--- src/rtl/fixed_to_float_conv.sv ---
// Sequential signed fixed-point to IEEE-754 single-precision converter.
// The leading-one search shifts one bit per clock. The mantissa is truncated and never rounded.
module fixed_to_float_conv #(
    parameter int W    = 32,
    parameter int FRAC = 23
) (
    input  logic         CLK,
    input  logic         RST_FF,
    input  logic         Begin_FSM_FF,
    input  logic [W-1:0] FIXED,
    output logic         ACK_FF,
    output logic [31:0]  RESULT
);

    localparam int CW = $clog2(W);
    // Biased exponent for cnt == 0. Every legal parameter set maps this into 1..254.
    localparam logic signed [9:0] EXP_BASE = 10'(W - 1 - FRAC + 127);

    if (W < 24 || W > 64 || FRAC < 0 || FRAC > W - 1 || (W - 1 - FRAC) > 127 || FRAC > 126) begin : g_param_check
        $error("fixed_to_float_conv: W/FRAC outside the representable exponent range");
    end

    typedef enum logic [1:0] {IDLE, NORM, PACK, DONE} state_t;

    state_t                 state;
    state_t                 next_state;
    logic                   sign;
    logic [W-1:0]           mag;
    logic [CW-1:0]          cnt;
    logic                   start;
    logic                   norm_done;
    logic signed [9:0]      exp_full;
    logic [31:0]            packed_word;

    assign start     = Begin_FSM_FF && (state == IDLE || state == DONE);
    assign norm_done = (mag == '0) || mag[W-1];

    always_ff @(posedge CLK or posedge RST_FF) begin
        if (RST_FF) state <= IDLE;
        else        state <= next_state;
    end

    // NOTE: every combinational output gets a default first, so no path can infer a latch.
    always_comb begin
        next_state = state;
        case (state)
            IDLE:    if (start) next_state = NORM;
            NORM:    if (norm_done) next_state = PACK;
            PACK:    next_state = DONE;
            DONE:    if (start) next_state = NORM;
            default: next_state = IDLE;
        endcase
    end

    always_comb begin
        ACK_FF      = (state == DONE);
        exp_full    = EXP_BASE - 10'(cnt);
        packed_word = '0;
        if (mag != '0) packed_word = {sign, exp_full[7:0], mag[W-2 -: 23]};
    end

    // NOTE: sequential state uses non-blocking assignments, so every register sees pre-edge values.
    always_ff @(posedge CLK or posedge RST_FF) begin
        if (RST_FF) begin
            sign   <= 1'b0;
            mag    <= '0;
            cnt    <= '0;
            RESULT <= '0;
        end else if (start) begin
            sign <= FIXED[W-1];
            // The two's-complement negation of the most negative input gives 2^(W-1), which fits unsigned.
            mag  <= FIXED[W-1] ? (~FIXED) + W'(1) : FIXED;
            cnt  <= '0;
        end else if (state == NORM && !norm_done) begin
            mag <= mag << 1;
            cnt <= cnt + CW'(1);
        end else if (state == PACK) begin
            RESULT <= packed_word;
        end
    end

endmodule
--- config.mk ---
export PLATFORM = sky130hd
export DESIGN_NAME = fixed_to_float_conv
export DESIGN_NICKNAME = d
export VERILOG_FILES = /design/src/rtl/fixed_to_float_conv.sv
export SDC_FILE = /design/constraint.sdc
export NUM_CORES = 1
export LEC_CHECK = 0
export ABC_CLOCK_PERIOD_IN_PS = 6800
export CORE_MARGIN = 10
export CORE_UTILIZATION = 25
export CTS_CLUSTER_SIZE = 25
export DETAILED_ROUTE_END_ITERATION = 10
export GPL_TIMING_DRIVEN = 0
export HOLD_SLACK_MARGIN = 0.08
export PLACE_DENSITY = 0.48
export REMOVE_ABC_BUFFERS = 1
export SLEW_MARGIN = 20
export SYNTH_ARGS = -nofsm -noshare
export SYNTH_HDL_FRONTEND = slang
export SYNTH_SLANG_ARGS = --single-unit
--- constraint.sdc ---
create_clock -name CLK -period 6.8 [get_ports CLK]
set_clock_uncertainty 0.15 [all_clocks]
set_input_delay 1.36 -clock CLK [delete_from_list [all_inputs] [get_ports CLK]]
set_output_delay 1.36 -clock CLK [all_outputs]
set_load 0.02 [all_outputs]
* Yosys cells after proc, flatten, opt, wreduce, memory -nomap -nowiden
Index checks and enable logic that the tools add are counted.
Widths: inputs -> output; s select.
** Word-level totals
- Register bits :: 72
- Bits in latches :: 0
- Memory bits (writable) :: 0
- ROM bits :: 0
- Bits of input ports :: 35
- Output and inout port bits :: 33
- Memories kept :: 0
** Cells by class
- $add $sub $neg :: 3
- Multiply operators :: 0
- Div/mod/pow operators :: 0
- $lt $le $gt $ge :: 0
- Equal/unequal tests :: 5
- Shifts and indexed selects :: 0
- Mux-type cells :: 9
- Bitwise gates (word level) :: 3
- Reduce and logical (&&, ||, !) cells :: 12
** Operator list (count)
- $mux 32 :: 4
- $add 32x1->32 const B :: 1
- $logic_not 32->1 :: 1
- $not 32->32 :: 1
- $reduce_bool 32->1 :: 1
- $mux 5 :: 2
- $sub 8x5->8 const A :: 1
- $pmux 2 s3 :: 1
- $add 5x1->5 const B :: 1
- $eq 2x2->1 const B :: 2
- $mux 2 :: 2
- $reduce_and 3->1 :: 1
- $eq 2x1->1 const B :: 1
- $logic_and 1x1->1 :: 2
- $logic_not 2->1 :: 1
- $logic_or 1x1->1 :: 2
- $ne 2x1->1 const B :: 1
- $ne 2x2->1 const B :: 1
- $not 1->1 :: 2
- $reduce_and 2->1 :: 1
- $reduce_bool 2->1 :: 1
- $reduce_or 2->1 :: 1
- $logic_not 1->1 :: 1

* Logic depth before layout (Yosys ltp)
Gate-level depths: netlist of the first run.
- Depth after elaboration :: 6
- Mapped depth :: 9

* Worst setup path after synthesis of the first run
OpenSTA, ideal clock, no wires.
- Path type :: input port to flip-flop
- From :: input port FIXED[0]
- To :: register mag[26]
- Data arrival time :: 2.955 ns
- Required time :: 6.508 ns
- Slack :: 3.553 ns
- Stages on the path :: 7
- Path buffers :: 0
- Path through :: inv_1 ha_1 nor4b_1 nand4_1 or3_2 a21oi_1 a211oi_1
** Between the ends
- Longest elaborated chain between the ends :: 4
** Ends and longest elaborated chain
- start, declared :: line 10 : input logic [W-1:0] FIXED,
- $not 32->32 :: line 72 : mag <= FIXED[W-1] ? (~FIXED) + W'(1) : FIXED;
- $add 32x1->32 :: line 72
- $mux 32 :: line 72
- $mux 32 :: line 69 : end else if (start) begin
- end signal, assigned :: line 72
- end signal, assigned :: line 75 : mag <= mag << 1;
- end, declared :: line 28 : logic [W-1:0] mag;
No other way between the ends.
A chain may end at the register's enable or synchronous reset.

* Final worst setup path of the first run
- From :: input port FIXED[0]
- To :: register mag[30]
The elaborated chain is that of the path after synthesis.

==> results by group, run 1 <==
Synth
  – Synthesized area: approximately 3700 µm²
  – Synth warn: 0
  – Syn Inst Count: 359
  – Post-synth top flop: dfrtp_1
  – Async SR Flop Fraction: 100%
  – Sequential area share after synthesis: between 40% and 50%
  – Yosys cell types: 37
  – Syn Area/Cell: 10.3 µm²
  – #FFs+latches synth: 71
  – Number of enable flip-flop cells after synthesis: 0

Timing
  – Max Clk Rate: 0.248 GHz
  – Final setup margin: 2760 ps
  – Slew @ Worst Pin: just over 1000 ps
  – Final hold violations: 0
  – Fin crit period: 4040 ps
  – RSZ-0062 raised after global routing: false
  – Max-slew violations: 0
  – Slew Limit Headroom: 31.8%
  – Final period utilization: about three fifths
  – TNS Setup: 0 ps
  – # setup viols final: 0

Placement
  – DP Area: 4660 µm²
  – Port-buffer cells: 67
  – Dpl ws: 2480 ps
  – DP HPWL: ~7.9 mm
  – GP Congestion: 0.762

Clock network
  – Clock transition at path regs: 50 ps
  – CTS Hold Bufs: 0
  – Post-CTS Resized: 0
  – Clock buffer depth: 2
  – Root Buffer: clkbuf_16
  – Setup repair bufs after CTS: 0
  – CTS Sinks: 71
  – Max H-tree Level: 3
  – CTS tree: built
  – Num CTS Buffers: 9
  – Clk_lat worst skew: 340 ps

Global routing
  – Largest net degree at the start of global routing: 39
  – Grt ovf: 0
  – Routing usage on met1: 14.1%
  – Global-route wire length before repair: 17.3 mm
  – GRT Max-Usage Layer: met2
  – Met2 Resource Use GR: 16.4%
  – Vias in the first global route: 3141
  – Met3 usage: under 10%
  – GRT Overall Usage: 10.9%
  – Antenna violations before repair: 0

Drt
  – DR vias/cell: 4.93
  – First drt pass iteration count: 5
  – Post-route ant nets: 0
  – DRT iter0 DRCs: 334
  – Detailed Route WL: roughly 11 mm
  – Total number of vias: between 2000 and 3000
  – Post-DR wirelength/cell: 17.5 µm
  – DRC errors left: 0

Floorplanning
  – Core ar.: 14500 µm²
  – Floorplan row count: 44
  – DIE WIDTH: approximately 140 µm
  – Area of the die: slightly above 20000 µm²
  – Die height: about 140 µm
  – Initial core utilization: 25.5%
  – # IOs: between 60 and 70

Layout
  – Syn-to-layout area delta: 34.6%
  – # diodes: 0
  – Design area: 5000 µm²
  – Final cell utilization of the core: 34.4%
  – Layout cells sized above 1: 13.2%
  – Fin nets: 460
  – Commonest non-fill, non-tap cell in the layout: dfrtp_1
  – Commonest cells after routing, fill and taps aside: dfrtp_1 (71), clkdlybuf4s50_1 (67), a21oi_1 (33)

Outcome
  – Run status: completed

Power and ir drop
  – Peak supply drop: 0.142 mV
  – Pwr Total: 2310 µW
  – PwrDens: 463 nW/µm²
  – Leakage: 0.00191 µW

Critical path
  – Type of the worst setup path: primary input to flop
  – Crit Path Max Fanout: 4
  – CP endpoint kind: flop
  – Worst Path Required: 6840 ps
  – Startpoint Class: primary input
  – Crit path DAT: 4080 ps

Hold path
  – Type of the most critical hold path: flop to flop

Run
  – Max Cap Viol: 0
-- worst max-delay path, cell delays in order --
cell and delay [ps]:
clkdlybuf4s50_1 430, inv_1 100, ha_1 210, nor4b_1 770, nand4_1 370, o41ai_1 550, xor2_1 190, a21oi_1 80
-- per-layer routing --
layer | part of all wire (%) | vias to the layer above
met4 | 0.82 | 0
met2 | 46 | 69
met1 | 47 | 1454
met3 | 6.1 | 6
li1 | - | 1464
met5 | 0 | -
-- stage by stage --
step                instances  hold slack, ps
floorplan                 336             296
global placement          587             320
detailed placement        592             326
CTS                       607             338
global route              607             370
finish                    607             334
-- final timing paths --
kind / start / to / slack (ps) / depth (start not counted)
max in group asynchronous: RST_FF / mag[16] / 4680 / 3
setup reg to reg: state[0] / mag[31] / 4150 / 7
hold / removal: sign / sign / 330 / 2
min in group asynchronous: RST_FF / RESULT[30] / 1240 / 2
setup / recovery: FIXED[0] / mag[30] / 2760 / 8
hold reg to reg: sign / sign / 330 / 2
-- where the power goes --
part	switching (µW)	internal (µW)	leakage, µW	total (µW)
registers	161	628	0.000833	789
clock network	178	348	0.000165	526
logic	504	495	0.000915	999
-- synthesized netlist by cell type, types with 2 or more instances --
master	instances	area share, %
and2_1	2	0.34
dfrtp_1	71	48
buf_1	3	0.30
xor2_1	28	6.6
clkbuf_1	19	1.9
o21ai_0	14	1.9
a211oi_1	7	1.4
mux2i_1	3	0.81
mux2_2	27	8.2
inv_1	14	1.4
ha_1	6	2.0
or4_1	2	0.40
o22ai_1	4	0.67
o31ai_1	7	1.4
nor3_1	4	0.54
nand3_1	4	0.54
nor2b_1	6	1.0
a21oi_1	33	4.5
nand4_1	9	1.5
or3_1	4	0.67
nand3b_1	2	0.40
nor4_1	13	2.2
nand2_1	22	2.2
nor2_1	13	1.3
a221oi_1	24	5.7
o41ai_1	7	1.7
-- flip-flops by register name (all words and copies together) (netlist names) --
signal / flops
sign: 1
cnt: 5
mag: 32
RESULT: 31
state: 2
-- layout make-up --
| cell class | instances | area, µm² |
|---|---|---|
| Clock inverter | 3 | 65.1 |
| Clock buffer | 12 | 267 |
| Timing Repair Buffer | 72 | 788 |
| Fill cell | 1490 | 9540 |
| Sequential cell | 71 | 1780 |
| Inverter | 14 | 55.1 |
| Tap cell | 184 | 230 |
| Multi-Input combinational cell | 251 | 1810 |
-- kinds of logic (layout without fill, tap and decap cells) --
| family | count (synthesis) | in the layout | share of synthesized area, % |
|---|---|---|---|
| AO/OA/AOI/OAI | 101 | 101 | 18.2 |
| AND/OR/NAND/NOR | 85 | 85 | 12.2 |
| flip-flops | 71 | 71 | 47.9 |
| buffers and inverters | 37 | 101 | 3.84 |
| multiplexers | 30 | 30 | 9.00 |
| XOR/XNOR | 29 | 29 | 6.84 |
| adder cells (fa/ha/maj) | 6 | 6 | 2.02 |
Power figures use the tool's default switching activity.
==> inputs of run 2 (changes only) <==
ABC_CLOCK_PERIOD_IN_PS = 3250   (was 6800)
PLACE_DENSITY = 0.5   (was 0.48)
clock period = 3.25 ns   (was 6.8 ns; I/O delays follow)
==> run 2 against run 1 <==
Net effect: first-iteration DRC count fell by 18%; sequential power is 110% higher; final cell count is 0.49% higher; critical path depth is 2 lower; global-route usage down 0.30 points; clock power rose by 89%; clock-buffer cell count decreased by 2; wire length is 0.60% lower; critical path type unchanged; die area stayed put; sequential share of layout area hardly changed.
==> results by group, run 2 (synthesis gave the netlist of run 1 again) <==
Outcome
  – Run status: completed

Power and ir drop
  – Comb pwr share: 44.2% (+1.0 points)
  – PwrDens: 949 nW/µm² (+100%)
  – Pwr Total: 4750 µW (+110%)
  – Internal power: 2970 µW (+100%)
  – Leakage: 0.00190 µW (-0.67%)
  – Clock share of power: 20.9% (-1.8 points)
  – Share of power burned in registers: 34.9% (+0.8 points)
  – Sw Ratio: 37.5% (+1.0 points)
  – Psw: 1780 µW (+110%)
  – Peak supply drop: 0.377 mV (+160%)

Global routing
  – GRT Overall Usage: 10.6% (-0.30 points)
  – Largest net degree at the start of global routing: 49 (+26%)
  – Grt ovf: 0 (unchanged)
  – Vias in the first global route: 3118 (-0.73%)
  – Global-route wire length before repair: 17.0 mm (-2.0%)
  – Antenna violations before repair: 0 (unchanged)

Placement
  – GP Congestion: 0.780 (+2.4%)
  – Placed instance count: 592 (unchanged)
  – DP HPWL: 7.89 mm (about the same)
  – Port-buffer cells: 67 (unchanged)
  – DP Area: 4680 µm² (+0.27%)

Clock network
  – CTS Sinks: 71 (unchanged)
  – Clock buffer depth: 2 (unchanged)
  – Num CTS Buffers: 9 (unchanged)
  – Max H-tree Level: 3 (unchanged)
  – Clock transition at path regs: 50 ps (about the same)
  – Setup repair bufs after CTS: 0 (unchanged)
  – Clk_lat worst skew: 340 ps (about the same)
  – CTS tree: built
  – Root Buffer: clkbuf_16

Drt
  – Post-route ant nets: 0 (unchanged)
  – DR vias/cell: 5.02 (+1.9%)
  – Detailed Route WL: 10.5 mm (-0.60%)
  – Total number of vias: 3064 (+2.4%)
  – DRT iter0 DRCs: 275 (-18%)
  – DRC errors left: 0 (unchanged)
  – Post-DR wirelength/cell: 17.3 µm (-1.1%)
  – First drt pass iteration count: 4 (-1)

Critical path
  – Startpoint Class: primary input
  – Crit Path Max Fanout: 4 (unchanged)
  – Worst Path Required: 3290 ps (-3550 ps)
  – Crit path DAT: 3010 ps (-1070 ps)
  – CP endpoint kind: flop
  – Type of the worst setup path: primary input to flop

Layout
  – Design area: 5000 µm² (about the same)
  – Top flop regs: mag x32, RESULT x31, cnt x5
  – Top reg by flops: mag
  – Fin nets: 460 (unchanged)
  – Finished Layout Cells: 610 (+0.49%)
  – Max reg flops: 32 (unchanged)
  – Syn-to-layout area delta: 34.7% (about the same)
  – Commonest non-fill, non-tap cell in the layout: dfrtp_1
  – Layout cells sized above 1: 14.2% (+0.91 points)
  – Commonest cells after routing, fill and taps aside: dfrtp_1 (71), clkdlybuf4s50_1 (67), a21oi_1 (33)

Hold path
  – Type of the most critical hold path: flop to flop

Floorplanning
  – Floorplan row count: 44 (unchanged)
  – Initial core utilization: 25.5% (unchanged)
  – Area of the die: 20100 µm² (unchanged)
  – # IOs: 68 (unchanged)
  – Die height: 142 µm (unchanged)
  – DIE WIDTH: 142 µm (unchanged)
  – Core ar.: 14500 µm² (unchanged)

Timing
  – Final hold violations: 0 (unchanged)
  – Hold_ws: 339 ps (+4.91 ps)
  – Max-slew violations: 0 (unchanged)
  – Slew @ Worst Pin: 1050 ps (+31.8 ps)
  – RSZ-0062 raised after global routing: false
  – # setup viols final: 0 (unchanged)
  – Max Clk Rate: 0.337 GHz
  – Slew Limit Headroom: 29.7% (-2.1 points)
  – Fin crit period: 2960 ps
  – Final period utilization: between 90% and 100%

Run
  – Max Cap Viol: 0 (unchanged)
==> run 2: changes by cell type in the layout (fill, tap and decap cells not counted) <==
cell        before  now
diode_2          0    2
bufinv_16        2    1
nor4_1          13   11
clkinvlp_4       0    2
buf_8            1    0
nor4b_1          1    0
clkbuf_8         3    1
nor4b_2          0    1
buf_16           3    4
clkinv_2         1    3
nor4_2           0    2
==> run 2: through the flow <==
| step | setup TNS [ps] | utilization (%) | setup slack [ps] |
|---|---|---|---|
| finish | 0 | 34.4 | 285 |
| floorplan | -14550 | - | -607 |
| global route | 0 | 34.4 | 51.4 |
| detailed placement | -2220 | 32.2 | -323 |
| CTS | 0 | 34.2 | 11.8 |
| global placement | -125000 | 31.1 | -2520 |
==> run 2: path summary, 6_finish.rpt <==
kind | start | endpoint | slack, ps | cells after the start
max in group asynchronous | RST_FF | mag[3] | 1910 | 3
worst min-delay path | sign | sign | 340 | 2
min in group asynchronous | RST_FF | RESULT[27] | 490 | 2
worst min register to register | sign | sign | 340 | 2
worst max register to register | state[1] | mag[31] | 740 | 6
worst max-delay path | FIXED[12] | mag[30] | 290 | 6
==> run 2: area by class of cell <==
type / instances / area [µm²]
clock inverter: 6 / 60.1
tap: 184 / 230
antenna: 2 / 5.00
clock buffer: 10 / 239
inverter: 14 / 55.1
sequential: 71 / 1780
fill: 1514 / 9530
multi-input combinational: 251 / 1830
timing repair buffer: 72 / 801
==> run 2: layer usage <==
| layer | part of all wire (%) | routed length, µm | vias to the layer above | GRT usage (%) |
|---|---|---|---|---|
| li1 | - | - | 1477 | - |
| met1 | 48 | 5050 | 1510 | 14.3 |
| met2 | 45 | 4720 | 67 | 15.6 |
| met3 | 5.8 | 607 | 10 | 2.90 |
| met4 | 1.4 | 146 | 0 | 3.87 |
| met5 | 0 | 0 | - | 0 |
==> run 2: what timing repair did <==
action	4_1_cts	5_1_grt
hold buffers	0	0
gates resized for setup	0	3
setup endpoints to repair	0	6
hold endpoints to repair	0	0
==> run 2: worst max-delay path, stage by stage <==
cell	delay [ps]
clkdlybuf4s50_1	520
nor4_1	720
nand4_1	330
o41ai_1	510
xor2_1	200
a21oi_1	80
==> run 2: power groups by stage <==
stage / Clock, µW / Sequential, µW / Combinational (µW)
after floorplan: 0 / 1780 / 1070
final: 994 / 1660 / 2100
after global placement: 0 / 1660 / 1960
after global routing: 1050 / 1720 / 2310
after CTS: 1020 / 1660 / 2130
after detailed placement: 0 / 1670 / 2120
==> inputs of run 3 (changes only) <==
CAP_MARGIN = 10   (was not set)
==> results of run 3 <==
Final layout, timing and power as in run 2 (identical DEF).
